File: config.mk
export PLATFORM = sky130hd
export DESIGN_NAME = dose_actuator_flat
export DESIGN_NICKNAME = d
export VERILOG_FILES = /design/src/rtl/dose_actuator_pkg.sv /design/src/rtl/dose_actuator_if.sv /design/src/rtl/dose_actuator_sensor_edge_sync.sv /design/src/rtl/dose_actuator.sv /design/src/flat_wrapper.sv
export SDC_FILE = /design/constraint.sdc
export NUM_CORES = 1
export LEC_CHECK = 0
export BUFFER_PORTS_ARGS = -buffer_cell sky130_fd_sc_hd__buf_2
export CAP_MARGIN = 40
export CORE_MARGIN = 2
export CORE_UTILIZATION = 37
export DETAILED_ROUTE_END_ITERATION = 6
export GPL_TIMING_DRIVEN = 1
export PLACE_DENSITY = 0.53
export SYNTH_ARGS = -nofsm -noshare
export SYNTH_HDL_FRONTEND = slang
export SYNTH_SLANG_ARGS = --single-unit
File: constraint.sdc
create_clock -name CLOCK_50 -period 6.23 [get_ports CLOCK_50]
set_input_delay 0.3115 -clock CLOCK_50 [delete_from_list [all_inputs] [get_ports CLOCK_50]]
set_output_delay 0.3115 -clock CLOCK_50 [all_outputs]
set_load 0.05 [all_outputs]
File: src/rtl/dose_actuator_pkg.sv
// dose_actuator_pkg
//   Shared definitions for the per-compartment dose actuator: FSM state
//   encoding, slot index constants, timer width and the request arbiter.
package dose_actuator_pkg;

  localparam int TIMER_W   = 27;

  localparam int MORNING   = 0;
  localparam int AFTERNOON = 1;
  localparam int EVENING   = 2;

  typedef enum logic [1:0] {
    IDLE      = 2'd0,
    ACTUATE   = 2'd1,
    WAIT_DROP = 2'd2,
    DONE      = 2'd3
  } state_t;

  // One-hot mask of the lowest set request bit (morning has priority).
  function automatic logic [2:0] lowest_set(input logic [2:0] req);
    logic [2:0] mask;
    mask = 3'b000;
    if (req[MORNING])        mask[MORNING]   = 1'b1;
    else if (req[AFTERNOON]) mask[AFTERNOON] = 1'b1;
    else if (req[EVENING])   mask[EVENING]   = 1'b1;
    return mask;
  endfunction

endpackage

File: src/rtl/dose_actuator_if.sv
// dose_actuator_if
//   Bundles the dose request inputs, sensor input and status outputs of one
//   pill compartment.
//   master : dose scheduler / board side (drives requests, sensor)
//   slave  : dose_actuator (drives motor and status)
interface dose_actuator_if;
  logic       morningP;
  logic       afternoonP;
  logic       eveningP;
  logic [2:0] slotEnable;
  logic       refill;
  logic       clearAlarm;
  logic       dropSensor;
  logic       motor;
  logic       busy;
  logic [5:0] pillCount;
  logic       empty;
  logic       missedDose;
  logic       doseDone;

  modport master (
    output morningP, afternoonP, eveningP, slotEnable, refill, clearAlarm, dropSensor,
    input  motor, busy, pillCount, empty, missedDose, doseDone
  );

  modport slave (
    input  morningP, afternoonP, eveningP, slotEnable, refill, clearAlarm, dropSensor,
    output motor, busy, pillCount, empty, missedDose, doseDone
  );
endinterface

File: src/rtl/dose_actuator_sensor_edge_sync.sv
// sensor_edge_sync
//   Brings the asynchronous IR drop sensor into the CLOCK_50 domain through a
//   2-flop synchronizer and produces a one-cycle pulse on its rising edge.
//   CLOCK_50     : system clock
//   reset        : asynchronous active-low reset
//   sensor_raw   : asynchronous sensor level
//   sensor_rise  : one-cycle pulse after a synchronized 0->1 transition
module sensor_edge_sync (
  input  logic CLOCK_50,
  input  logic reset,
  input  logic sensor_raw,
  output logic sensor_rise
);

  logic sync_1, sync_2, sync_prev;

  always_ff @(posedge CLOCK_50 or negedge reset) begin
    if (!reset) begin
      sync_1    <= 1'b0;
      sync_2    <= 1'b0;
      sync_prev <= 1'b0;
    end else begin
      sync_1    <= sensor_raw;
      sync_2    <= sync_1;
      sync_prev <= sync_2;
    end
  end

  assign sensor_rise = sync_2 & ~sync_prev;

endmodule

File: src/rtl/dose_actuator.sv
// dose_actuator
//   Per-compartment dose actuator. Queues enabled slot requests, drives the
//   motor for a fixed window, confirms the drop via the IR sensor, tracks the
//   remaining pill count and raises a sticky missed-dose alarm.
//   CLOCK_50 : system clock (50 MHz)
//   reset    : asynchronous active-low reset
//   bus      : requests/sensor in, motor/status out (dose_actuator_if.slave)
//
//   state     | meaning
//   ----------+-------------------------------------------------------
//   IDLE      | waiting for a pending request; empty compartment -> alarm
//   ACTUATE   | motor on for ACTUATE_CYCLES cycles
//   WAIT_DROP | motor off, waiting up to SENSE_TIMEOUT cycles for a drop
//   DONE      | one-cycle doseDone pulse
module dose_actuator
  import dose_actuator_pkg::*;
#(
  parameter int ACTUATE_CYCLES = 50000000,
  parameter int SENSE_TIMEOUT  = 100000000,
  parameter int PILL_CAP       = 30
) (
  input  logic         CLOCK_50,
  input  logic         reset,
  dose_actuator_if.slave bus
);

  localparam logic [TIMER_W-1:0] ACT_LAST   = TIMER_W'(ACTUATE_CYCLES - 1);
  localparam logic [TIMER_W-1:0] SENSE_LAST = TIMER_W'(SENSE_TIMEOUT - 1);
  localparam logic [5:0]         PILL_LOAD  = 6'(PILL_CAP);

  state_t             state_q, state_d;
  logic               motor_q, motor_d;
  logic [2:0]         pending_q, pending_d;
  logic [5:0]         pill_q, pill_d;
  logic               missed_q, missed_d;
  logic               drop_seen_q, drop_seen_d;
  logic [TIMER_W-1:0] timer_q, timer_d;

  logic       drop_rise;
  logic [2:0] capture;
  logic [2:0] sel;
  logic [2:0] clr_mask;
  logic       alarm_set;

  sensor_edge_sync u_sensor_sync (
    .CLOCK_50    (CLOCK_50),
    .reset       (reset),
    .sensor_raw  (bus.dropSensor),
    .sensor_rise (drop_rise)
  );

  assign capture = {bus.eveningP, bus.afternoonP, bus.morningP} & bus.slotEnable;
  assign sel     = lowest_set(pending_q);

  always_ff @(posedge CLOCK_50 or negedge reset) begin
    if (!reset) begin
      state_q     <= IDLE;
      motor_q     <= 1'b0;
      pending_q   <= 3'b000;
      pill_q      <= 6'd0;
      missed_q    <= 1'b0;
      drop_seen_q <= 1'b0;
      timer_q     <= '0;
    end else begin
      state_q     <= state_d;
      motor_q     <= motor_d;
      pending_q   <= pending_d;
      pill_q      <= pill_d;
      missed_q    <= missed_d;
      drop_seen_q <= drop_seen_d;
      timer_q     <= timer_d;
    end
  end

  always_comb begin
    state_d     = state_q;
    motor_d     = motor_q;
    timer_d     = timer_q;
    drop_seen_d = drop_seen_q;
    pill_d      = pill_q;
    clr_mask    = 3'b000;
    alarm_set   = 1'b0;

    // Drops only count while a dose is in flight.
    if ((state_q == ACTUATE || state_q == WAIT_DROP) && drop_rise)
      drop_seen_d = 1'b1;

    case (state_q)
      IDLE: begin
        if (|pending_q) begin
          clr_mask = sel;
          if (pill_q == 6'd0) begin
            alarm_set = 1'b1;
          end else begin
            state_d     = ACTUATE;
            motor_d     = 1'b1;
            timer_d     = '0;
            drop_seen_d = 1'b0;
          end
        end
      end
      ACTUATE: begin
        if (timer_q == ACT_LAST) begin
          state_d = WAIT_DROP;
          motor_d = 1'b0;
          timer_d = '0;
        end else begin
          timer_d = timer_q + TIMER_W'(1);
        end
      end
      WAIT_DROP: begin
        if (drop_seen_q || drop_rise) begin
          state_d = DONE;
          pill_d  = (pill_q == 6'd0) ? 6'd0 : pill_q - 6'd1;
        end else if (timer_q == SENSE_LAST) begin
          alarm_set = 1'b1;
          state_d   = IDLE;
          timer_d   = '0;
        end else begin
          timer_d = timer_q + TIMER_W'(1);
        end
      end
      DONE: state_d = IDLE;
      default: state_d = IDLE;
    endcase

    // A new pulse on the slot being served re-queues it.
    pending_d = (pending_q & ~clr_mask) | capture;

    if (bus.refill) pill_d = PILL_LOAD;

    if (alarm_set)           missed_d = 1'b1;
    else if (bus.clearAlarm) missed_d = 1'b0;
    else                     missed_d = missed_q;
  end

  assign bus.motor      = motor_q;
  assign bus.busy       = (state_q != IDLE);
  assign bus.pillCount  = pill_q;
  assign bus.empty      = (pill_q == 6'd0);
  assign bus.missedDose = missed_q;
  assign bus.doseDone   = (state_q == DONE);

endmodule

File: src/flat_wrapper.sv
// flat-port wrapper written by rule: the top's interface ports become plain ports
module dose_actuator_flat import dose_actuator_pkg::*;
#(
  parameter int ACTUATE_CYCLES = 50000000,
  parameter int SENSE_TIMEOUT  = 100000000,
  parameter int PILL_CAP       = 30
)
  (CLOCK_50, reset, bus_morningP, bus_afternoonP, bus_eveningP, bus_slotEnable, bus_refill, bus_clearAlarm, bus_dropSensor, bus_motor, bus_busy, bus_pillCount, bus_empty, bus_missedDose, bus_doseDone);
  dose_actuator_if bus_i ();
  input  logic CLOCK_50;
  input  logic reset;
  input wire logic [$bits(bus_i.morningP)-1:0] bus_morningP;
  input wire logic [$bits(bus_i.afternoonP)-1:0] bus_afternoonP;
  input wire logic [$bits(bus_i.eveningP)-1:0] bus_eveningP;
  input wire logic [$bits(bus_i.slotEnable)-1:0] bus_slotEnable;
  input wire logic [$bits(bus_i.refill)-1:0] bus_refill;
  input wire logic [$bits(bus_i.clearAlarm)-1:0] bus_clearAlarm;
  input wire logic [$bits(bus_i.dropSensor)-1:0] bus_dropSensor;
  output wire logic [$bits(bus_i.motor)-1:0] bus_motor;
  output wire logic [$bits(bus_i.busy)-1:0] bus_busy;
  output wire logic [$bits(bus_i.pillCount)-1:0] bus_pillCount;
  output wire logic [$bits(bus_i.empty)-1:0] bus_empty;
  output wire logic [$bits(bus_i.missedDose)-1:0] bus_missedDose;
  output wire logic [$bits(bus_i.doseDone)-1:0] bus_doseDone;
  assign bus_i.morningP = bus_morningP;
  assign bus_i.afternoonP = bus_afternoonP;
  assign bus_i.eveningP = bus_eveningP;
  assign bus_i.slotEnable = bus_slotEnable;
  assign bus_i.refill = bus_refill;
  assign bus_i.clearAlarm = bus_clearAlarm;
  assign bus_i.dropSensor = bus_dropSensor;
  assign bus_motor = bus_i.motor;
  assign bus_busy = bus_i.busy;
  assign bus_pillCount = bus_i.pillCount;
  assign bus_empty = bus_i.empty;
  assign bus_missedDose = bus_i.missedDose;
  assign bus_doseDone = bus_i.doseDone;
  dose_actuator #(.ACTUATE_CYCLES(ACTUATE_CYCLES), .SENSE_TIMEOUT(SENSE_TIMEOUT), .PILL_CAP(PILL_CAP)) u_core (.CLOCK_50(CLOCK_50), .reset(reset), .bus(bus_i));
endmodule
# ---- Yosys cells after proc, flatten, opt, wreduce, memory -nomap -nowiden
# Index checks and enable logic that the tools add are counted.
dict set report word_totals {
  reg_bits 44
  latch_bits 0
  ram_bits 0
  romBits 0
  out_inout_bits 11
  word_cells 82
  mem_count 0
}
dict set report classes {
  addsub 2
  multipliers 0
  div 0
  n_lt_le_gt_ge 0
  eq_ne 10
  n_shift 0
  n_mux 38
  n_bitwise 6
  n_reduce_logical 16
}
# operator count
set op_table {}
lappend op_table {{$mux 27} 5}
lappend op_table {{$pmux 27 s3} 1}
lappend op_table {{$add 27x1->27 const B} 1}
lappend op_table {{$eq 27x26->1 const B} 1}
lappend op_table {{$eq 27x27->1 const B} 1}
lappend op_table {{$mux 6} 4}
lappend op_table {{$mux 1} 17}
lappend op_table {{$mux 2} 6}
lappend op_table {{$reduce_and 4->1} 3}
lappend op_table {{$reduce_bool 2->1} 5}
lappend op_table {{$pmux 2 s4} 1}
lappend op_table {{$and 3x3->3} 2}
lappend op_table {{$logic_not 6->1} 1}
lappend op_table {{$mux 3} 2}
lappend op_table {{$ne 2x2->1 const B} 3}
lappend op_table {{$sub 6x1->6 const B} 1}
lappend op_table {{$eq 2x2->1 const B} 2}
lappend op_table {{$pmux 1 s2} 2}
lappend op_table {{$ne 3x3->1 const B} 1}
lappend op_table {{$not 3->3} 1}
lappend op_table {{$or 3x3->3} 1}
lappend op_table {{$reduce_bool 3->1} 1}
lappend op_table {{$reduce_or 3->1} 1}
lappend op_table {{$eq 2x1->1 const B} 1}
lappend op_table {{7 further kinds} 8}

# ---- Logic depth before layout (Yosys ltp)
# Gate-level depths: netlist of the first run.
dict set report logic_depth {
  depth_word 8
  mapped_depth 9
  mapped_depth_nobuf 7
}

# ---- Modules after synthesis
# Synthesis of the first run repeated with hierarchy kept, for this count alone.
dict set report unflattened {
  cells_unflattened 274
  hier_area_um2 2632.5
}
# module n_inst cells_per_inst area_per_inst_um2 seq_area_each_um2
set by_module_without_submodules {}
lappend by_module_without_submodules {dose_actuator 1 270 2543.7 1026.0}
lappend by_module_without_submodules {sensor_edge_sync 1 4 88.8 75.1}

# ---- Least setup slack after synthesis of the first run
# Ideal clock, no wire load.
dict set report synth_timing {
  path_kind {flip-flop to flip-flop}
  start {register u_core.pill_q[0], in the netlist u_core.bus.pillCount[0]}
  end {register u_core.motor_q, in the netlist u_core.bus.motor}
  t_arrival_ns 3.307
  path_slack_ns 2.800
  stages_incl_launch_ff 8
  n_path_buf 0
  synth_period_minus_slack_ns 3.430
  path_cell_list {dfrtp_1 -> inv_1 -> ha_1 -> nand2b_1 -> nor4_1 -> nor2_1 -> o21ai_0 -> nand2_1}
}
dict set report synth_via {
  elab_chain_len 3
}
# item line
set synth_lines {}
lappend synth_lines {{start: declaration} dose_actuator.sv:34} ;# logic [5:0] pill_q, pill_d;
lappend synth_lines {{start signal: assignment} dose_actuator.sv:68} ;# pill_q <= pill_d;
lappend synth_lines {{$logic_not 6->1} --}
lappend synth_lines {{named net bus_empty} flat_wrapper.sv:22} ;# output wire logic [$bits(bus_i.empty)-1:0] bus_empty;
lappend synth_lines {{$ne 2x2->1 (no line)} --}
lappend synth_lines {{$reduce_and 4->1 (no line)} --}
lappend synth_lines {{end signal: assignment} dose_actuator.sv:66} ;# motor_q <= motor_d;
lappend synth_lines {{end: declaration} dose_actuator.sv:32} ;# logic motor_q, motor_d;
# The timed path passes the listed nets, and every way through them passes these cells.
# A chain may end at the register's enable or synchronous reset.

# ---- Worst setup path after layout of the first run
dict set report layout_timing {
  start {register u_core.timer_q[9]}
  end {register u_core.timer_q[9]}
}
dict set report layout_via {
  elab_chain_len 4
  word_cells_on_any_way 7
  cone_classes {1 x add/sub; 2 x eq/ne; 4 x mux}
}
# item line
set layout_lines {}
lappend layout_lines {{start: declaration} dose_actuator.sv:37} ;# logic [TIMER_W-1:0] timer_q, timer_d;
lappend layout_lines {{start signal: assignment} dose_actuator.sv:71} ;# timer_q <= timer_d;
lappend layout_lines {{$add 27x1->27 or $eq 27x27->1 (tied branches)} {dose_actuator.sv:108, dose_actuator.sv:120, dose_actuator.sv:115}}
lappend layout_lines {{$mux 27} dose_actuator.sv:115} ;# end else if (timer_q == SENSE_LAST) begin
lappend layout_lines {{$mux 27} dose_actuator.sv:112} ;# if (drop_seen_q || drop_rise) begin
lappend layout_lines {{$pmux 27 s3 *} dose_actuator.sv:88} ;# case (state_q)
# Mark *: on every way between the ends. The rest lies on a longest branch, timed or not. The select of a mux whose other input is x is not followed.

==> flow_metrics.py, run 1 <==
metrics = {
    "setup_path": {
        "r2r_cells": 5,
        "worstSetupPathType": "flop to flop",
        "r2r-start": "u_core.timer_q[9]$_DFFE_PN0P_",
        "r2r_end": "u_core.timer_q[9]$_DFFE_PN0P_",
        "ff2ff_setup_slack_ps": 3520,
        "cp.depth": 5,
        "crit_arrival_ps": 2870,
        "crit_path_cell_trace": "or4_1 > nor4_4 > a41oi_2 > nor3_4 > nor2_1",
        "crit_path_start_kind": "flop",
        "critPathCaptureType": "flop",
        "cp_max_fo": 18,
        "critPathBufInv": 0,
        "slowest_stage": "nor3_4",
        "required_ps": 6380,
        "path_delay_family": "simple AND/OR/NAND/NOR gates",
        "max_stage_delay_ps": 710,
    },
    "logic_synthesis": {
        "avgSynthCellArea_um2": 9.38,
        "synth_nets": 293,
        "netlist_area_um2": 2570,
        "yosysSeqAreaShare": 0.428,
        "synthDistinctLibCells": 54,
        "synthFlopType": "dfrtp_1",
        "async_flop_share": 1.00,
        "synth_cells": 274,
        "ys_seq_elements": 44,
        "synth_edf_count": 0,
        "synth_warnings": 0,
    },
    "timing": {
        "fin_crit_ps": 2710,
        "clock-skew-final_ps": 7.47,
        "timing.setup.tns_ps": 0,
        "worst_slew_pin_slew_ps": 822,
        "slew_headroom": 0.452,
        "drv_slew": 0,
        "finalCritPeriodShare": 0.436,
        "hold_viol": 0,
        "fmax_mhz": 368,
        "setup_viol": 0,
        "grt_setup_unrepaired": "no",
    },
    "route": {
        "drt_wl_total_mm": 6.03,
        "post_drt_wl_per_cell_um": 15.9,
        "viasPerCell": 5.72,
        "antenna_left": 0,
        "initialDrtViolationCount": 112,
        "vias": 2175,
        "drc_errors": 0,
        "dr.pass1.iters": 4,
    },
    "run_status": {
        "status": "finished clean",
    },
    "floorplanning": {
        "start_util": 0.380,
        "die_x_um": 87.3,
        "die-area_um2": 7630,
        "io_pins": 22,
        "core_area_um2": 6760,
        "rows": 30,
        "die_y_um": 87.3,
    },
    "pwr": {
        "p_leak_nw": 1.09,
        "combPwrFrac": 0.025,
        "peakVddDrop_mv": 0.0682,
        "power-per-cell-area_nw_per_um2": 170,
        "internal_power_w": 0.000379,
        "clockPowerShare": 0.388,
        "p_seq_frac": 0.587,
        "swShare": 0.223,
        "p_sw_w": 0.000109,
    },
    "grt": {
        "grtUsageTotal": 0.169,
        "first_global_vias": 2001,
        "grt_max_degree": 35,
        "grt_overflow_total": 0,
        "antenna_found_initial": 0,
        "grt_first_pass_wirelength_mm": 10.1,
    },
    "clock_tree": {
        "clock_latency_ps": 300,
        "clock-sinks": 44,
        "ctsResizeCount": 0,
        "cts_max_level": 2,
        "cts_buffer_depth": 2,
        "cts_tree": "yes",
        "clkTransAtPathRegs_ps": 90,
        "cts_inserted_buffers": 5,
        "clock-root-buffer": "clkbuf_8",
    },
    "layout": {
        "fin_util": 0.425,
        "layout-drive-gt1-share": 0.140,
        "layout.nets": 318,
        "final_common_cell": "dfrtp_1",
        "n_fill_cell": 690,
        "diodes": 0,
        "final_cell_mix": "44 x dfrtp_1, 32 x nand2_1, 23 x buf_2",
        "syn_to_final_growth_pct": 11.6,
    },
    "placed_design": {
        "gp_congestion": 0.754,
        "portBuffers": 21,
        "dp_hpwl_mm": 4.33,
    },
    "worst_hold_path": {
        "hold_depth": 1,
        "hold_class": "input port to flop",
        "worstHoldStart": "bus_dropSensor",
        "whs_endpoint": "u_core.u_sensor_sync.sync_1$_DFF_PN0_",
    },
    "run": {
        "cap_violations": 0,
    },
}
-- routing by layer --
layer | track usage | vias up | part of all wire
met2 | 0.256 | 30 | 0.46
met3 | 0.0284 | 4 | 0.025
met5 | 0 | - | 0
met1 | 0.251 | 1052 | 0.51
met4 | 0.0378 | 0 | 0.0080
li1 | - | 1089 | -
-- sequential cells by signal (all words and copies together) (netlist names) --
name / flops
u_core.pending_q: 3
u_core.state_q: 2
u_core.drop_seen_q: 1
u_core.bus.pillCount: 6
u_core.bus.motor: 1
u_core.bus.missedDose: 1
u_core.u_sensor_sync.sync_prev: 1
u_core.u_sensor_sync.sync_1: 1
u_core.timer_q: 27
u_core.u_sensor_sync.sync_2: 1
-- power by group through the flow --
stage                 logic (W)  registers (W)  clock network (W)
floorplan           0.000000985       0.000292                  0
global placement      0.0000108       0.000292                  0
detailed placement    0.0000123       0.000292                  0
CTS                   0.0000128       0.000287           0.000199
global route          0.0000142       0.000287           0.000211
finish                0.0000121       0.000287           0.000189
-- synth_stat cells (4+ instances only) --
master	count	area [um^2]
nand2_1	32	120
o31ai_1	7	52.6
nor2_1	13	48.8
nor3_1	8	40.0
dfrtp_1	44	1100
a21oi_1	21	105
nand4_1	5	31.3
or3_1	15	93.8
nand3_1	10	50.1
ha_1	8	100
or4_1	7	52.6
o2111ai_1	4	35.0
inv_1	12	45.0
clkbuf_1	4	15.0
o211ai_1	11	82.6
o21ai_0	17	85.1
-- cell families after synthesis --
logic type,after synthesis,synth area share
simple gates,119,0.264
compound gates,81,0.225
flops,44,0.428
buf+inv,19,0.0326
fa+ha+maj,8,0.0389
mux,2,0.00779
xor+xnor,1,0.00341
-- repair_timing --
action | in CTS | in global routing
setup endpoints to repair | 0 | 0
hold buffers | 1 | 0
setup buffers | 0 | 0
endpoints found under the hold margin | 10 | 0
-- worst max path at each step --
stage,from,end,slack (ps)
after floorplan,u_core.bus.pillCount[0]$_DFFE_PN0P_,u_core.bus.motor$_DFFE_PN0P_,2800
after global placement,u_core.timer_q[9]$_DFFE_PN0P_,u_core.timer_q[9]$_DFFE_PN0P_,3520
after detailed placement,u_core.timer_q[9]$_DFFE_PN0P_,u_core.timer_q[9]$_DFFE_PN0P_,3490
after CTS,u_core.timer_q[9]$_DFFE_PN0P_,u_core.timer_q[9]$_DFFE_PN0P_,3480
after global routing,u_core.bus.pillCount[0]$_DFFE_PN0P_,u_core.timer_q[26]$_DFFE_PN0P_,3290
final,u_core.timer_q[9]$_DFFE_PN0P_,u_core.timer_q[9]$_DFFE_PN0P_,3520
-- cell type report --
cell class	instances	area [um^2]	area share
Timing Repair Buffer	25	145	0.0506
Sequential cell	44	1100	0.384
Inverter	12	45.0	0.0157
Tap cell	80	100	0.0349
Clock inverter	2	10.0	0.00349
Multi-Input combinational cell	211	1390	0.483
Clock buffer	6	82.6	0.0288
-- through the flow --
| step | setup slack [ps] | hold WS, ps | instances | total power (W) | instance area [um^2] |
|---|---|---|---|---|---|
| final | 3520 | 115 | 380 | 0.000488 | 2870 |
| after global routing | 3290 | 98.3 | 380 | 0.000512 | 2870 |
| after CTS | 3480 | 102 | 380 | 0.000498 | 2870 |
| after detailed placement | 3490 | 208 | 371 | 0.000305 | 2770 |
| after global placement | 3520 | 341 | 368 | 0.000303 | 2740 |
| after floorplan | 2800 | 15.9 | 274 | 0.000293 | 2570 |
(Power assumes the default switching activity.)
==> run 2: changes to the inputs <==
Settings changed: ABC_AREA set to 1.
Clock period 6.23 ns to 2.7 ns, I/O delays scaled along.
==> flow_metrics.py, run 2 <==
metrics = {
    "layout": {
        "final_cell_mix": "118 x nand2_1, 67 x nor2_1, 51 x inv_1",
        "layout.nets": 444,
        "fin_util": 0.431,
        "regMostFlops": "u_core.timer_q",
        "layout-drive-gt1-share": 0.108,
        "largest_reg_flops": 27,
        "diodes": 0,
        "final_common_cell": "nand2_1",
        "syn_to_final_growth_pct": 12.0,
    },
    "timing": {
        "grt_setup_unrepaired": "no",
        "worst_slew_pin_slew_ps": 464,
        "fmax_mhz": 481,
        "slew_headroom": 0.690,
        "clock-skew-final_ps": 5.30,
        "finalCritPeriodShare": 0.770,
        "setup_viol": 0,
        "drv_slew": 0,
        "fin_crit_ps": 2080,
        "hold_viol": 0,
        "timing.setup.tns_ps": 0,
    },
    "placed_design": {
        "dp_hpwl_mm": 5.28,
        "gp_congestion": 0.847,
        "portBuffers": 21,
    },
    "setup_path": {
        "critPathCaptureType": "flop",
        "crit_path_cell_trace": "inv_1 > ha_1 > nand2_1 > nand2_2 > inv_1 > nand2_4 > a21oi_4 > buf_4 > nor2_1",
        "max_stage_delay_ps": 450,
        "crit_arrival_ps": 2270,
        "crit_path_start_kind": "flop",
        "slowest_stage": "dfrtp_1",
        "required_ps": 2890,
        "critPathBufInv": 3,
        "path_delay_family": "simple AND/OR/NAND/NOR gates",
        "cpMostUsedCell": "inv_1",
        "cp_max_fo": 18,
        "worstSetupPathType": "flop to flop",
    },
    "grt": {
        "grt_first_pass_wirelength_mm": 11.9,
        "grtUsageTotal": 0.178,
        "grt_max_degree": 32,
        "antenna_found_initial": 0,
        "grt_overflow_total": 0,
        "first_global_vias": 2470,
    },
    "clock_tree": {
        "clock-root-buffer": "clkbuf_8",
        "clock_latency_ps": 310,
        "clock-sinks": 44,
        "hold_buffers": 2,
        "ctsResizeCount": 0,
        "cts_inserted_buffers": 5,
        "cts_setup_buffers": 0,
        "cts_max_level": 2,
        "cts_buffer_depth": 2,
        "clkTransAtPathRegs_ps": 90,
        "cts_tree": "yes",
    },
    "run_status": {
        "status": "finished clean",
    },
    "route": {
        "viasPerCell": 4.74,
        "initialDrtViolationCount": 104,
        "drc_errors": 0,
        "drt_wl_total_mm": 6.88,
        "post_drt_wl_per_cell_um": 13.1,
        "vias": 2489,
        "antenna_left": 0,
        "dr.pass1.iters": 5,
    },
    "floorplanning": {
        "start_util": 0.384,
        "die_x_um": 91.0,
        "die-area_um2": 8290,
        "core_area_um2": 7290,
        "die_y_um": 91.0,
        "io_pins": 22,
        "rows": 31,
    },
    "pwr": {
        "p_leak_nw": 1.41,
        "finalPower_w": 0.00123,
        "peakVddDrop_mv": 0.199,
        "power-per-cell-area_nw_per_um2": 391,
    },
    "logic_synthesis": {
        "synth.top_cell.area_share": 0.393,
        "yosysTopAreaCell": "dfrtp_1",
        "synth_cells": 398,
        "synth_warnings": 0,
        "synth.top_cells.by_area": "dfrtp_1 39%, nand2_1 16%, nor2_1 9.0%",
        "synthMostInstantiatedCell": "nand2_1",
        "yosysSeqAreaShare": 0.393,
        "synth_nets": 417,
        "synthDistinctLibCells": 27,
        "synth_edf_count": 0,
        "avgSynthCellArea_um2": 7.04,
        "async_flop_share": 1.00,
        "netlist_area_um2": 2800,
        "synthFlopType": "dfrtp_1",
        "ys_seq_elements": 44,
        "synthTopCellsByCount": "118 x nand2_1, 67 x nor2_1, 51 x inv_1, 44 x dfrtp_1, 32 x nand3_1",
    },
    "run": {
        "cap_violations": 0,
    },
    "worst_hold_path": {
        "hold_class": "input port to flop",
    },
}
-- run 2: cell types whose count changed after synthesis, moves of 5 or more --
| cell | before | now |
|---|---|---|
| nand3_1 | 10 | 32 |
| nor2_2 | 0 | 5 |
| o211ai_1 | 11 | 3 |
| nor2_1 | 13 | 67 |
| nand2_2 | 0 | 5 |
| nand2_1 | 32 | 118 |
| or4_1 | 7 | 0 |
| inv_1 | 12 | 51 |
| a21oi_1 | 21 | 1 |
| or3_1 | 15 | 0 |
| xor2_1 | 0 | 10 |
-- run 2: cell families after synthesis --
family,Yosys count,synth area share
AOI/OAI and AO/OA,29,0.0670
xor gates and xnor gates,12,0.0375
adders and majority gates,8,0.0357
buffers and inverters,57,0.0911
DFF,44,0.393
muxes,1,0.00357
and+or+nand+nor,247,0.372
-- run 2: layer usage --
layer  share of wire  GRT usage
met2            0.47      0.300
met1            0.49      0.241
met3           0.038     0.0282
met4          0.0086     0.0379
met5               0          0
-- run 2: per-stage QoR --
stage | hold slack [ps] | instances | area, um^2 | setup WS, ps
2_1_floorplan | -161 | 398 | 2800 | 735
3_3_place_gp | 247 | 514 | 2980 | 702
3_5_place_dp | 70.9 | 515 | 3000 | 615
4_1_cts | 22.3 | 525 | 3140 | 592
5_1_grt | 30.6 | 525 | 3140 | 417
6_report | 25.6 | 525 | 3140 | 621
-- run 2: power by group --
part	switching, W	total [W]	internal, W
clock network	0.000257	0.000536	0.000279
logic	0.0000184	0.0000294	0.0000110
registers	0.000000925	0.000662	0.000661
total	0.000276	0.00123	0.000951
-- run 2: worst paths after layout --
path                                                        from                                       end  cells past startpoint  slack (ps)
min reg2reg                u_core.u_sensor_sync.sync_1$_DFF_PN0_     u_core.u_sensor_sync.sync_2$_DFF_PN0_                      0         360
max reg2reg                        u_core.state_q[0]$_DFFE_PN0P_             u_core.timer_q[8]$_DFFE_PN0P_                      9         620
min                                            bus_slotEnable[0]             u_core.pending_q[0]$_DFF_PN0_                      3          30
min in group asynchronous                                  reset             u_core.timer_q[5]$_DFFE_PN0P_                      2         260
max                                u_core.state_q[0]$_DFFE_PN0P_             u_core.timer_q[8]$_DFFE_PN0P_                      9         620
max in group asynchronous                                  reset  u_core.u_sensor_sync.sync_prev$_DFF_PN0_                      3        1960
-- run 2: layout make-up --
class,instances,area (um^2)
Clock inverter,3,47.5
Sequential cell,44,1100
Inverter,51,191
Timing Repair Buffer,26,160
Multi-Input combinational cell,297,1450
Fill cell,811,4150
Tap cell,99,124
Clock buffer,5,68.8
-- run 2: tightest hold or removal path: cells and delay by family --
kind	cells	cell delay [ps]
buf+inv	1	70
simple gates	2	100
